## src/rtl/ep2_cmd_decoder.sv

```systemverilog
// ep2_cmd_decoder: executes (addr,data) byte pairs from the EP2 OUT buffer as local register
// writes or opencores_i2c wishbone cycles, returning wishbone read data through the EP2 IN buffer.
module ep2_cmd_decoder #(
   parameter int RD_LAT     = 4,
   parameter int WB_TIMEOUT = 1023
) (
   input  logic        clk,
   input  logic        reset_n,
   input  logic        buf_out_hasdata,
   input  logic [9:0]  buf_out_len,
   output logic [8:0]  buf_out_addr,
   input  logic [7:0]  buf_out_q,
   output logic        buf_out_arm,
   input  logic        buf_out_arm_ack,
   output logic [8:0]  usb_in_addr,
   output logic [7:0]  usb_in_data,
   output logic        usb_in_wren,
   input  logic        usb_in_ready,
   output logic        usb_in_commit,
   output logic [9:0]  usb_in_commit_len,
   input  logic        usb_in_commit_ack,
   output logic [2:0]  wb_adr_o,
   output logic [7:0]  wb_dat_o,
   output logic        wb_we_o,
   output logic        wb_stb_o,
   input  logic [7:0]  wb_dat_i,
   input  logic        wb_ack_i,
   output logic [7:0]  reset_ctrl,
   output logic [1:0]  insel,
   output logic [10:0] isoc_commit_len,
   output logic [7:0]  err_cnt
);
   localparam int TW = $clog2(WB_TIMEOUT + 1);
   localparam logic [3:0] RD_LAST = 4'(RD_LAT);
   localparam logic [TW-1:0] TMO_LAST = TW'(WB_TIMEOUT - 1);

   typedef enum logic [2:0] {
      S_IDLE, S_FETCH_A, S_FETCH_D, S_EXEC, S_WB_WAIT, S_NEXT, S_ARM, S_COMMIT
   } state_t;

   state_t        state_q;
   logic [8:0]    ptr_q, rem_q, rdcnt_q, buf_out_addr_q, usb_in_addr_q;
   logic [3:0]    cnt_q;
   logic [TW-1:0] tmo_q;
   logic [7:0]    addr_byte_q, data_byte_q, usb_in_data_q, wb_dat_q, reset_ctrl_q, err_q;
   logic [2:0]    sync_q, wb_adr_q;
   logic [1:0]    insel_q;
   logic [10:0]   isoc_q;
   logic [9:0]    commit_len_q;
   logic          buf_out_arm_q, usb_in_wren_q, usb_in_commit_q, wb_we_q, wb_stb_q;
   logic          acked, unused_len;
   logic [7:0]    err_sat;

   // the arm acknowledge comes from the USB clock domain; only its synced falling edge counts
   assign acked      = sync_q[2] & ~sync_q[1];
   assign err_sat    = (err_q == 8'hFF) ? err_q : err_q + 8'd1;
   assign unused_len = buf_out_len[0];

   always_ff @(posedge clk or negedge reset_n)
      if (!reset_n) begin
         state_q        <= S_IDLE;
         ptr_q          <= '0;
         rem_q          <= '0;
         rdcnt_q        <= '0;
         cnt_q          <= '0;
         tmo_q          <= '0;
         addr_byte_q    <= '0;
         data_byte_q    <= '0;
         sync_q         <= '0;
         buf_out_addr_q <= '0;
         buf_out_arm_q  <= 1'b0;
         usb_in_addr_q  <= '0;
         usb_in_data_q  <= '0;
         usb_in_wren_q  <= 1'b0;
         usb_in_commit_q <= 1'b0;
         commit_len_q   <= '0;
         wb_adr_q       <= '0;
         wb_dat_q       <= '0;
         wb_we_q        <= 1'b0;
         wb_stb_q       <= 1'b0;
         reset_ctrl_q   <= 8'hF3;
         insel_q        <= '0;
         isoc_q         <= 11'd512;
         err_q          <= '0;
      end else begin
         sync_q        <= {sync_q[1:0], buf_out_arm_ack};
         usb_in_wren_q <= 1'b0;
         case (state_q)
            S_IDLE:
               if (buf_out_hasdata && usb_in_ready) begin
                  rem_q          <= buf_out_len[9:1];
                  ptr_q          <= '0;
                  rdcnt_q        <= '0;
                  buf_out_addr_q <= '0;
                  cnt_q          <= '0;
                  if (buf_out_len[9:1] == 9'd0) begin
                     buf_out_arm_q <= 1'b1;
                     state_q       <= S_ARM;
                  end else
                     state_q <= S_FETCH_A;
               end
            S_FETCH_A:
               if (cnt_q == RD_LAST) begin
                  addr_byte_q    <= buf_out_q;
                  buf_out_addr_q <= ptr_q + 9'd1;
                  cnt_q          <= '0;
                  state_q        <= S_FETCH_D;
               end else
                  cnt_q <= cnt_q + 4'd1;
            S_FETCH_D:
               if (cnt_q == RD_LAST) begin
                  data_byte_q <= buf_out_q;
                  state_q     <= S_EXEC;
               end else
                  cnt_q <= cnt_q + 4'd1;
            S_EXEC: begin
               tmo_q   <= '0;
               state_q <= S_NEXT;
               case (addr_byte_q)
                  8'd0, 8'd1, 8'd2, 8'd3, 8'd4: begin
                     wb_adr_q <= addr_byte_q[2:0];
                     wb_dat_q <= data_byte_q;
                     wb_we_q  <= 1'b1;
                     wb_stb_q <= 1'b1;
                     state_q  <= S_WB_WAIT;
                  end
                  8'd5: begin
                     wb_adr_q <= data_byte_q[2:0];
                     wb_we_q  <= 1'b0;
                     wb_stb_q <= 1'b1;
                     state_q  <= S_WB_WAIT;
                  end
                  8'd6: reset_ctrl_q <= data_byte_q;
                  8'd7: insel_q <= data_byte_q[1:0];
                  8'd8: isoc_q[10:8] <= data_byte_q[2:0];
                  8'd9: isoc_q[7:0] <= data_byte_q;
                  default: err_q <= err_sat;
               endcase
            end
            S_WB_WAIT:
               if (wb_ack_i) begin
                  wb_stb_q <= 1'b0;
                  wb_we_q  <= 1'b0;
                  state_q  <= S_NEXT;
                  if (!wb_we_q) begin
                     usb_in_data_q <= wb_dat_i;
                     usb_in_addr_q <= rdcnt_q;
                     usb_in_wren_q <= 1'b1;
                     rdcnt_q       <= rdcnt_q + 9'd1;
                  end
               end else if (tmo_q == TMO_LAST) begin
                  wb_stb_q <= 1'b0;
                  wb_we_q  <= 1'b0;
                  err_q    <= err_sat;
                  state_q  <= S_NEXT;
               end else
                  tmo_q <= tmo_q + 1'b1;
            S_NEXT:
               if (rem_q == 9'd1) begin
                  buf_out_arm_q <= 1'b1;
                  state_q       <= S_ARM;
               end else begin
                  rem_q          <= rem_q - 9'd1;
                  ptr_q          <= ptr_q + 9'd2;
                  buf_out_addr_q <= ptr_q + 9'd2;
                  cnt_q          <= '0;
                  state_q        <= S_FETCH_A;
               end
            S_ARM:
               if (acked) begin
                  buf_out_arm_q <= 1'b0;
                  if (rdcnt_q != 9'd0) begin
                     usb_in_commit_q <= 1'b1;
                     commit_len_q    <= {1'b0, rdcnt_q};
                     state_q         <= S_COMMIT;
                  end else
                     state_q <= S_IDLE;
               end
            S_COMMIT:
               if (usb_in_commit_ack) begin
                  usb_in_commit_q <= 1'b0;
                  state_q         <= S_IDLE;
               end
            default: state_q <= S_IDLE;
         endcase
      end

   assign buf_out_addr      = buf_out_addr_q;
   assign buf_out_arm       = buf_out_arm_q;
   assign usb_in_addr       = usb_in_addr_q;
   assign usb_in_data       = usb_in_data_q;
   assign usb_in_wren       = usb_in_wren_q;
   assign usb_in_commit     = usb_in_commit_q;
   assign usb_in_commit_len = commit_len_q;
   assign wb_adr_o          = wb_adr_q;
   assign wb_dat_o          = wb_dat_q;
   assign wb_we_o           = wb_we_q;
   assign wb_stb_o          = wb_stb_q;
   assign reset_ctrl        = reset_ctrl_q;
   assign insel             = insel_q;
   assign isoc_commit_len   = isoc_q;
   assign err_cnt           = err_q;
endmodule

```

## config.mk

```make
export PLATFORM = sky130hd
export DESIGN_NAME = ep2_cmd_decoder
export DESIGN_NICKNAME = d
export VERILOG_FILES = /design/src/rtl/ep2_cmd_decoder.sv
export SDC_FILE = /design/constraint.sdc
export NUM_CORES = 1
export LEC_CHECK = 0
export BUFFER_PORTS_ARGS = -buffer_cell sky130_fd_sc_hd__buf_4
export CORE_MARGIN = 4
export CORE_UTILIZATION = 43
export CTS_CLUSTER_SIZE = 14
export DETAILED_ROUTE_END_ITERATION = 7
export GPL_ROUTABILITY_DRIVEN = 0
export PLACE_DENSITY_LB_ADDON = 0.08
export RECOVER_POWER = 100
export SLEW_MARGIN = 20
export SYNTH_ARGS = -nofsm -noshare
export SYNTH_HDL_FRONTEND = slang
export SYNTH_SLANG_ARGS = --single-unit
```

## constraint.sdc

```tcl
create_clock -name clk -period 2.8 [get_ports clk]
set_input_delay 0.14 -clock clk [delete_from_list [all_inputs] [get_ports clk]]
set_output_delay 0.14 -clock clk [all_outputs]
set_load 0.02 [all_outputs]
```

==> flow_summary.ini <==
[worst_setup_path]
end_kind = register
timing.rr.start = state_q[1]$_DFFE_PN0P_
worstPathMaxFanout = 20
cp.arrival_ps = 2770
path_cells = nand3b_1, or3_1, a21oi_2, mux2_2
cpPeakStageDelay_ps = 730
cpMaxStageDelayCell = dfrtp_1
critPathKind = register to register
cp-start-kind = register
required_ps = 3110
rr_worst_depth = 4
reg2reg_to = wb_dat_o[5]$_DFFE_PN0P_
rrSetupSlack_ps = 340

[min_path]
hold_end = rem_q[6]$_DFFE_PN0P_
hold_path.class = primary input to register
min_path_cells = 3
min_from = buf_out_len[7]

[pwr]
p_leak_nw = 3.68
power.density_nw_per_um2 = 968
irDropWorstVdd_mv = 0.562
power.total_mw = 7.87

[timing]
slew_headroom_pct = 14.8
tightest_slew_ps = 1280
setup_viol = 0
drv_slew = 0
tns_ps = 0
min_period_ps = 2460
rsz0062_at_grt = no
timing.final.crit_share_pct = 88.0
fmax_ghz = 0.406
finClkSkew_ps = 5.40
finalHoldViolCount = 0

[logic_synthesis]
synth_fa_ha_area_share_pct = 1.90
yosys.cell_count.top_type = dfrtp_1
synth_area_leaders = dfrtp_1, mux2_2, nand2_1, o21ai_0, dfstp_2
avgSynthCellArea_um2 = 10.6
yosysSeqAreaShare_pct = 54.1
synth_compound_area_share_pct = 10.3
synth_nets = 664
synthTopCellsByCount = dfrtp_1, nand2_1, mux2_2
synth_top_area_cell = dfrtp_1
synthSimpleGateAreaFrac_pct = 17.6
async_flop_share_pct = 100
syn-instance-count = 621
synth_top_area_share_pct = 51.3
synthFlopType = dfrtp_1
synth_cell_types = 61
synth_xor_area_share_pct = 3.85
ys_ff_latch = 142
syn_area_um2 = 6590
synth_edf_count = 0
synth.area.mux_share_pct = 9.57
synth_top_family_by_area = simple AND/OR/NAND/NOR gates
yosysWarnings = 0

[global_route]
grt_use_total_pct = 17.8
grt_pass1_wl_mm = 25.3
grt_overflow_total = 0
grt_pass1_vias = 5024
grt_max_degree = 98
antenna_found_initial = 0

[finish]
diodes = 0
layout-drive-gt1-share_pct = 19.3
final_nets = 804
fin_cells = 958
nFillCells = 1368
syn_to_final_growth_pct = 23.5

[clock_network]
numCtsBuffers = 17
clk_pin_slew_ps = 60
insertion_delay_ps = 420
post_cts_resized = 0
root_buffer = clkbuf_16
clock-sinks = 142
clk_path_buf_depth = 2
cts-htree-levels = 4
cts_tree = built

[run_status]
outcome = finished, final reports clean

[placed_design]
port_buffers = 111
dp_hpwl_mm = 10.2
dp.cells = 906

[drt]
drt_wl_total_mm = 14.9
drt_iter0_drc = 260
num_vias = 5077
ant_nets = 0
via_per_inst = 5.30
wl_per_cell_um = 15.6
first_pass_iters = 4
drc = 0

[floorplanning]
die_h_um = 132
die_x_um = 132
num_rows = 44
io_pins = 114
start_util_pct = 44.7
coreArea_um2 = 14800
die_area_um2 = 17400

[job]
maxCapViolCount = 0
==> power breakdown <==
group          internal, mW  switching, mW
logic                 0.949           1.42
registers              2.60          0.578
clock network          1.41          0.910
==> final cells by class <==
type	instances	area, um2	share of cell area, %
Clock inverter	15	186	2.29
Tap cell	184	230	2.83
Clock buffer	17	425	5.23
Multi-Input combinational cell	438	2830	34.7
Timing Repair Buffer	147	851	10.5
Sequential cell	142	3560	43.8
Inverter	15	56.3	0.692
==> state kept, by name, summed over array words and instances (netlist names), 9 cells and up <==
signal and count:
usb_in_commit_len 9, rem_q 9, buf_out_addr 9, tmo_q 10
isoc_commit_len 11, rdcnt_q 9, usb_in_addr 9
==> metal layers <==
metal | part of all wire (%) | vias up | global-route usage (%)
met4 | 2.2 | 0 | 6.88
met3 | 4.1 | 27 | 4.54
met1 | 45 | 2475 | 23.4
met2 | 48 | 107 | 28.3
met5 | 0 | - | 0
li1 | - | 2468 | -
==> worst max-delay path by stage <==
stage                                          start                               end  slack (ps)  cells after the start
final                         state_q[1]$_DFFE_PN0P_           wb_dat_o[5]$_DFFE_PN0P_         340                      4
after CTS                     state_q[1]$_DFFE_PN0P_  usb_in_commit_len[5]$_DFFE_PN0P_         510                      5
after detailed placement  addr_byte_q[5]$_DFFE_PN0P_         reset_ctrl[3]$_DFFE_PN0P_         530                      4
after floorplan           addr_byte_q[5]$_DFFE_PN0P_         reset_ctrl[2]$_DFFE_PN0P_         760                      4
after global placement        state_q[1]$_DFFE_PN0P_  usb_in_commit_len[6]$_DFFE_PN0P_         550                      5
after global routing          state_q[1]$_DFFE_PN0P_  usb_in_commit_len[3]$_DFFE_PN0P_         190                      5
==> stage by stage <==
stage	hold WS (ps)	area, um2	util, %	setup slack (ps)
floorplan	-156	6590	-	762
global placement	95.8	7670	52.0	545
detailed placement	92.2	7670	52.0	527
CTS	15.9	8490	57.5	513
global route	35.7	8140	55.1	188
finish	32.3	8140	55.1	336
==> worst max-delay path, delay by kind of cell (launching register included) <==
kind,cells,cell delay (ps)
flip-flops,1,730
multiplexers,1,410
AO/OA/AOI/OAI,1,590
AND/OR/NAND/NOR,2,620
==> what timing repair did <==
action,in CTS,in global routing
hold endpoints to repair,72,0
hold buffers,20,0
setup buffers,0,0
==> cell usage in the layout (no fill, tap or decap), types with 6 or more instances in the layout <==
| cell type | instances |
|---|---|
| o31ai_1 | 6 |
| xnor2_1 | 16 |
| a21oi_1 | 14 |
| dlygate4sd3_1 | 20 |
| nor3_1 | 10 |
| and3_1 | 10 |
| o21ai_0 | 47 |
| dfrtp_1 | 135 |
| ha_1 | 10 |
| mux2_2 | 56 |
| inv_1 | 15 |
| clkbuf_16 | 17 |
| nor2_1 | 36 |
| nand2_1 | 101 |
| buf_4 | 42 |
| nand4_1 | 9 |
| nand3_1 | 23 |
| clkbuf_1 | 81 |
| xor2_1 | 13 |
| nand3b_1 | 6 |
| o211ai_1 | 8 |
==> cells by family after synthesis <==
kind of cell,count (synthesis)
simple gates,235
mux,56
compound gates,107
buf+inv,41
flops,142
other cells,1
fa+ha+maj,10
xor+xnor,29
(Power assumes the default switching activity.)
